--- config.mk ---
export PLATFORM = sky130hd
export DESIGN_NAME = exp_time_ctrl_rpt
export DESIGN_NICKNAME = d
export VERILOG_FILES = /design/src/rtl/exp_time_ctrl_rpt.sv
export SDC_FILE = /design/constraint.sdc
export NUM_CORES = 1
export LEC_CHECK = 0
export BUFFER_PORTS_ARGS = -buffer_cell sky130_fd_sc_hd__buf_2
export CAP_MARGIN = 15
export CORE_MARGIN = 3
export CORE_UTILIZATION = 58
export DETAILED_ROUTE_END_ITERATION = 8
export PLACE_DENSITY_LB_ADDON = 0.1
export SKIP_LAST_GASP = 1
export SLEW_MARGIN = 10
export SYNTH_ARGS = -nofsm -noshare
export SYNTH_HDL_FRONTEND = slang
export SYNTH_SLANG_ARGS = --single-unit
--- constraint.sdc ---
create_clock -name Clk -period 5.6 [get_ports Clk]
set_input_delay 0.56 -clock Clk [delete_from_list [all_inputs] [get_ports Clk]]
set_output_delay 0.56 -clock Clk [all_outputs]
set_load 0.01 [all_outputs]
--- src/rtl/exp_time_ctrl_rpt.sv ---
// Exposure-time controller: press/hold-to-repeat stepping into a shadow value, committed while idle.
// Optional build macro EXP_WRAP_EN: a fresh press at a limit wraps to the opposite limit.
module exp_time_ctrl_rpt #(
   parameter int W        = 5,
   parameter int T_MIN    = 2,
   parameter int T_MAX    = 30,
   parameter int T_RST    = 10,
   parameter int STEP     = 1,
   parameter int HOLD_CYC = 500,
   parameter int RPT_CYC  = 100
) (
   input  logic         Clk,
   input  logic         Reset,
   input  logic         Exp_increase,
   input  logic         Exp_decrease,
   input  logic         Exp_busy,
   output logic [W-1:0] Exp_time,
   output logic         Exp_update,
   output logic         Exp_pending,
   output logic         At_min,
   output logic         At_max
);

   localparam int MAXC = (HOLD_CYC > RPT_CYC) ? HOLD_CYC : RPT_CYC;
   localparam int CW   = (MAXC > 1) ? $clog2(MAXC) : 1;
   localparam logic [CW-1:0] HOLD_LAST = CW'(HOLD_CYC - 1);
   localparam logic [CW-1:0] RPT_LAST  = CW'(RPT_CYC - 1);
   localparam logic [W:0]    STEP_X    = (W+1)'(STEP);
   localparam logic [W:0]    MAX_X     = (W+1)'(T_MAX);
   localparam logic [W:0]    MIN_X     = (W+1)'(T_MIN);

   typedef enum logic [1:0] {IDLE, HOLD, REPEAT} state_t;

   state_t        state_reg, state_next;
   logic [CW-1:0] cnt_reg, cnt_next;
   logic [W-1:0]  shadow_reg, shadow_next;
   logic          dir_reg, dir_next;      // 1 = increasing
   logic          prev_inc_reg, prev_dec_reg;
   logic [W-1:0]  exp_time_reg;
   logic          update_reg;

   logic          cmd_inc, cmd_dec, rise_inc, rise_dec;
   logic          step_en, step_up;
   logic [W:0]    sum_ext;
   logic [W-1:0]  inc_val, dec_val;

   assign cmd_inc  = Exp_increase & ~Exp_decrease;
   assign cmd_dec  = Exp_decrease & ~Exp_increase;
   assign rise_inc = cmd_inc & ~prev_inc_reg;
   assign rise_dec = cmd_dec & ~prev_dec_reg;

   // Saturating step results, evaluated one bit wider so nothing wraps.
   assign sum_ext = {1'b0, shadow_reg} + STEP_X;
   assign inc_val = (sum_ext > MAX_X) ? W'(T_MAX) : sum_ext[W-1:0];
   assign dec_val = ({1'b0, shadow_reg} < (MIN_X + STEP_X)) ? W'(T_MIN) : shadow_reg - W'(STEP);

   always_comb begin
      state_next = state_reg;
      cnt_next   = cnt_reg;
      dir_next   = dir_reg;
      step_en    = 1'b0;
      step_up    = dir_reg;
      if (Exp_increase && Exp_decrease) begin
         state_next = IDLE;
         cnt_next   = '0;
      end else begin
         case (state_reg)
            IDLE: begin
               if (rise_inc || rise_dec) begin
                  step_en    = 1'b1;
                  step_up    = cmd_inc;
                  dir_next   = cmd_inc;
                  cnt_next   = '0;
                  state_next = HOLD;
               end
            end
            default: begin
               if (!cmd_inc && !cmd_dec) begin
                  state_next = IDLE;
                  cnt_next   = '0;
               end else if (cmd_inc != dir_reg) begin
                  // Other button alone: treat as a fresh press in the new direction.
                  step_en    = 1'b1;
                  step_up    = cmd_inc;
                  dir_next   = cmd_inc;
                  cnt_next   = '0;
                  state_next = HOLD;
               end else if (cnt_reg == ((state_reg == HOLD) ? HOLD_LAST : RPT_LAST)) begin
                  step_en    = 1'b1;
                  cnt_next   = '0;
                  state_next = REPEAT;
               end else begin
                  cnt_next = cnt_reg + 1'b1;
               end
            end
         endcase
      end

      shadow_next = shadow_reg;
      if (step_en) begin
`ifdef EXP_WRAP_EN
         if (state_reg == IDLE && step_up && shadow_reg == W'(T_MAX))
            shadow_next = W'(T_MIN);
         else if (state_reg == IDLE && !step_up && shadow_reg == W'(T_MIN))
            shadow_next = W'(T_MAX);
         else
            shadow_next = step_up ? inc_val : dec_val;
`else
         shadow_next = step_up ? inc_val : dec_val;
`endif
      end
   end

   always_ff @(posedge Clk) begin
      if (Reset) begin
         state_reg    <= IDLE;
         cnt_reg      <= '0;
         dir_reg      <= 1'b0;
         prev_inc_reg <= 1'b0;
         prev_dec_reg <= 1'b0;
         shadow_reg   <= W'(T_RST);
         exp_time_reg <= W'(T_RST);
         update_reg   <= 1'b0;
      end else begin
         state_reg    <= state_next;
         cnt_reg      <= cnt_next;
         dir_reg      <= dir_next;
         prev_inc_reg <= cmd_inc;
         prev_dec_reg <= cmd_dec;
         shadow_reg   <= shadow_next;
         // Commit only between exposures, and only when the value really moves.
         if (!Exp_busy && shadow_next != exp_time_reg) begin
            exp_time_reg <= shadow_next;
            update_reg   <= 1'b1;
         end else begin
            update_reg   <= 1'b0;
         end
      end
   end

   assign Exp_time    = exp_time_reg;
   assign Exp_update  = update_reg;
   assign Exp_pending = (shadow_reg != exp_time_reg);
   assign At_min      = (shadow_reg == W'(T_MIN));
   assign At_max      = (shadow_reg == W'(T_MAX));

endmodule
==> out/results.txt <==
After clock tree synthesis, the clock-pin slew on the worst setup and hold paths is 0.14 ns. The synthesized design contains 0 enable-type register cells. The first routing iteration left 50 violations. Number of diodes added for antenna fixing: 0. The logs give 3.30 ns for the critical path arrival and 3090 um for the routed wire length. After synthesis, the cell types taking the most area are dfxtp_1, nor2_1, ha_1.

The cell count after synthesis is 189, and the depth of the worst hold-timing path is 2. The startpoint identified for the worst register-to-register timing path is shadow_reg[0]. At the worst endpoint, the required time is 5.82 ns. Area share of the leading cell type in the synthesized netlist: 0.316. The startpoint identified for the worst hold timing path is cnt_reg[7]. In this run the deepest clock path goes through 2 buffers. The largest fanout of any net on the critical path was 10. Entering global routing, the biggest net connects 19 pins. The height of the chip was 58.3 um; the HPWL reported at the end of detailed placement was 2390 um. The relative slew slack came out at 0.644. The worst setup path is captured at a flip-flop. The tool flagged a number of max-cap violations equal to 0. The total global routing track utilization came out at 0.205.

Summing all placed instances gives a cell area of 1650 um^2. The xor-xnor portion of the synthesized cell area was 0.105. The logs give 0 for the number of hold buffers added after CTS and 0 for the antenna violation net count after detailed routing. The fraction of synthesis flops using an asynchronous set or reset pin came out at 0. After synthesis, the largest family of logic cells by area is simple AND/OR/NAND/NOR gates.

The number of antenna violations at the first check in global routing came out at 0. The part of the cycle the worst path needs came out at 0.549. For the max-slew violation total from the final report, the log shows 0.

Setup repair after global routing left no endpoint under its margin. Post-CTS setup buffer count: 0. The register with the most flip-flops in the layout has 9 of them.

The flip-flop and latch count after synthesis works out to 25. The clock insertion delay at the later pin of the skew report was 0.32 ns; the growth of design area from synthesis to finish was 5.92%. TritonCTS built the clock tree. Horizontal die dimension: 58.3 um. The tools report the number of clock buffers inserted by TritonCTS as 3. The routability-driven placement congestion ratio was 0.917; the slew at the pin with the worst max-slew slack was 0.534 ns.

The die covers 3400 um^2. In this run the power density over the cells is 307 nW/um^2. The length of the first detailed-routing pass in iterations was 4. The multiplexer share of the synthesized area is 0.0829, and the post-route cell area is 1680 um^2. Clock skew on the completed layout was measured at 0.00112 ns.

During synthesis, Yosys emitted a total of 0 warnings. The number of placed instances, taps included, is 223. After synthesis the cells add up to 1590 um^2. The achievable clock frequency came out at 325 MHz. During I/O placement, the number of pins put on the boundary was 14.

Dominant cell by count in the synthesized netlist: nor2_1. The synthesized netlist net count was 202. The biggest area contributor in the post-synthesis netlist is dfxtp_1.

By count the netlist is led by nor2_1, dfxtp_1, nor3_1. The run gives 1383 as the via count of the first global-routing pass. The region available for standard cell placement spans 2540 um^2. The clock net in this run drives a total of 25 sinks. Gates resized during post-CTS repair numbered 0. The total overflow left after global routing is 0.

The commonest register cell after synthesis was dfxtp_1. The post-synthesis average cell area was 8.39 um^2; the number of H-tree branching levels was 1. The adder and majority cell fraction of the synthesized area works out to 0.0631. The min-delay analysis places its worst path in the category flip-flop to flip-flop. The maximum ir drop on the vdd rail was 231 uV; the share of synthesized cell area in and, or, nand and nor gates was 0.257. The initialized floorplan defines 18 standard-cell rows.

For the worst flop-to-flop path, the logic depth is 11. Start-to-end type of the worst setup path: flip-flop to flip-flop. In this run the static leakage power is 0.000659 uW.

The portion of the post-synthesis area used by sequential elements is 0.316, and the remaining design rule violation count is 0. The starting density of the core is 0.623. The synthesized-area fraction occupied by ao, oa, aoi and oai cells works out to 0.130. STA classifies the critical path startpoint as a flip-flop.

The final layout contains 211 nets. The logs give 1336 for the total number of vias and 5490 um for the first-pass GRT wire length. The number of buffer cells added on primary ports was 13; the final count of hold timing violations was 0. Summed over all failing endpoints, the final setup total negative slack is 0 ns. The share of cells above drive strength 1 works out to 0.137. Using the TritonRoute via totals, the vias-per-cell ratio works out to 5.89. Setup violations remaining at the end of the flow were counted as 0. The flow ran to the end, and the final reports show no timing, DRC or antenna violations. The filler-free cell count of the finished design came out at 227. The clock period could shrink to 3.07 ns. The critical path starts at shadow_reg[0]. For the count of fill cells added during filler insertion, the log shows 231. The netlist uses 45 different library cells. After detailed routing, the average wire length per cell comes to 13.6 um. The cell sitting at the root of the clock tree is a clkbuf_4.
-- final timing paths --
path                               endpoint  slack [ns]
worst min register to register   cnt_reg[7]        0.56
worst min-delay path             cnt_reg[7]        0.56
worst max-delay path            Exp_time[3]        2.53
worst max register to register  Exp_time[3]        2.53
-- final cells by class --
type,count,area (um^2),share of cell area
Clock buffer,3,22.5,0.0134
Clock inverter,1,7.51,0.00447
Inverter,9,33.8,0.0201
Multi-Input combinational cell,146,1010,0.603
Sequential cell,25,500,0.298
Tap cell,30,37.5,0.0224
Timing Repair Buffer,13,65.1,0.0387
-- report_power, final --
group	switching, uW	total (uW)	leakage, uW	internal, uW
logic	110	206	0.000442	96.0
registers	31.3	227	0.000204	195
clock network	55.5	82.8	0.0000139	27.3
total	197	515	0.000659	319
-- cells in the final DEF (no fill, tap or decap), drive strengths merged, types with 2 or more instances in the layout --
cell type and instances:
clkbuf 3, and3 2, mux2 2, nand2 5
a21oi 7, nor2b 5, or2 3, xnor2 9
a31oi 2, xor2 10, o21ai 4, buf 13
inv 9, nand4 4, mux2i 7, or3 2
nor2 31, nand2b 2, ha 8, a32oi 2
nand3 8, nor3 15, and2 2, dfxtp 25
-- per-layer routing --
metal  part of all wire  track usage  vias to the layer above
li1                   -            -                      672
met1               0.42        0.215                      626
met2               0.53        0.365                       31
met3              0.032       0.0379                        7
met4              0.018        0.142                        0
met5                  0            0                        -
-- cells by family (layout without fill, tap and decap cells) --
logic type | count (synthesis) | after routing
XOR/XNOR | 19 | 19
adder cells (fa/ha/maj) | 8 | 8
AO/OA/AOI/OAI | 27 | 27
multiplexers | 10 | 10
flip-flops | 25 | 25
buffers and inverters | 18 | 26
AND/OR/NAND/NOR | 82 | 82
-- critical path, stage by stage, from the launching register on --
cell and delay (ns):
dfxtp_1 0.60, inv_1 0.14, ha_1 0.36, nor2b_1 0.18, nand4b_1 0.11, a31oi_1 0.38, a221oi_2 0.10, mux2i_1 0.31
xnor2_1 0.19, nor3_2 0.05, a31oi_1 0.22, mux2_1 0.34
-- stage by stage --
stage | utilization | setup WS (ns) | total power (uW) | hold WS (ns)
floorplan | - | 2.68 | 390 | 0.483
detailed placement | 0.648 | 2.34 | 435 | 0.536
global placement | 0.648 | 2.39 | 430 | 0.512
finish | 0.660 | 2.53 | 515 | 0.563
CTS | 0.660 | 2.57 | 517 | 0.565
global route | 0.660 | 2.38 | 554 | 0.586
Power figures use the tool's default switching activity.
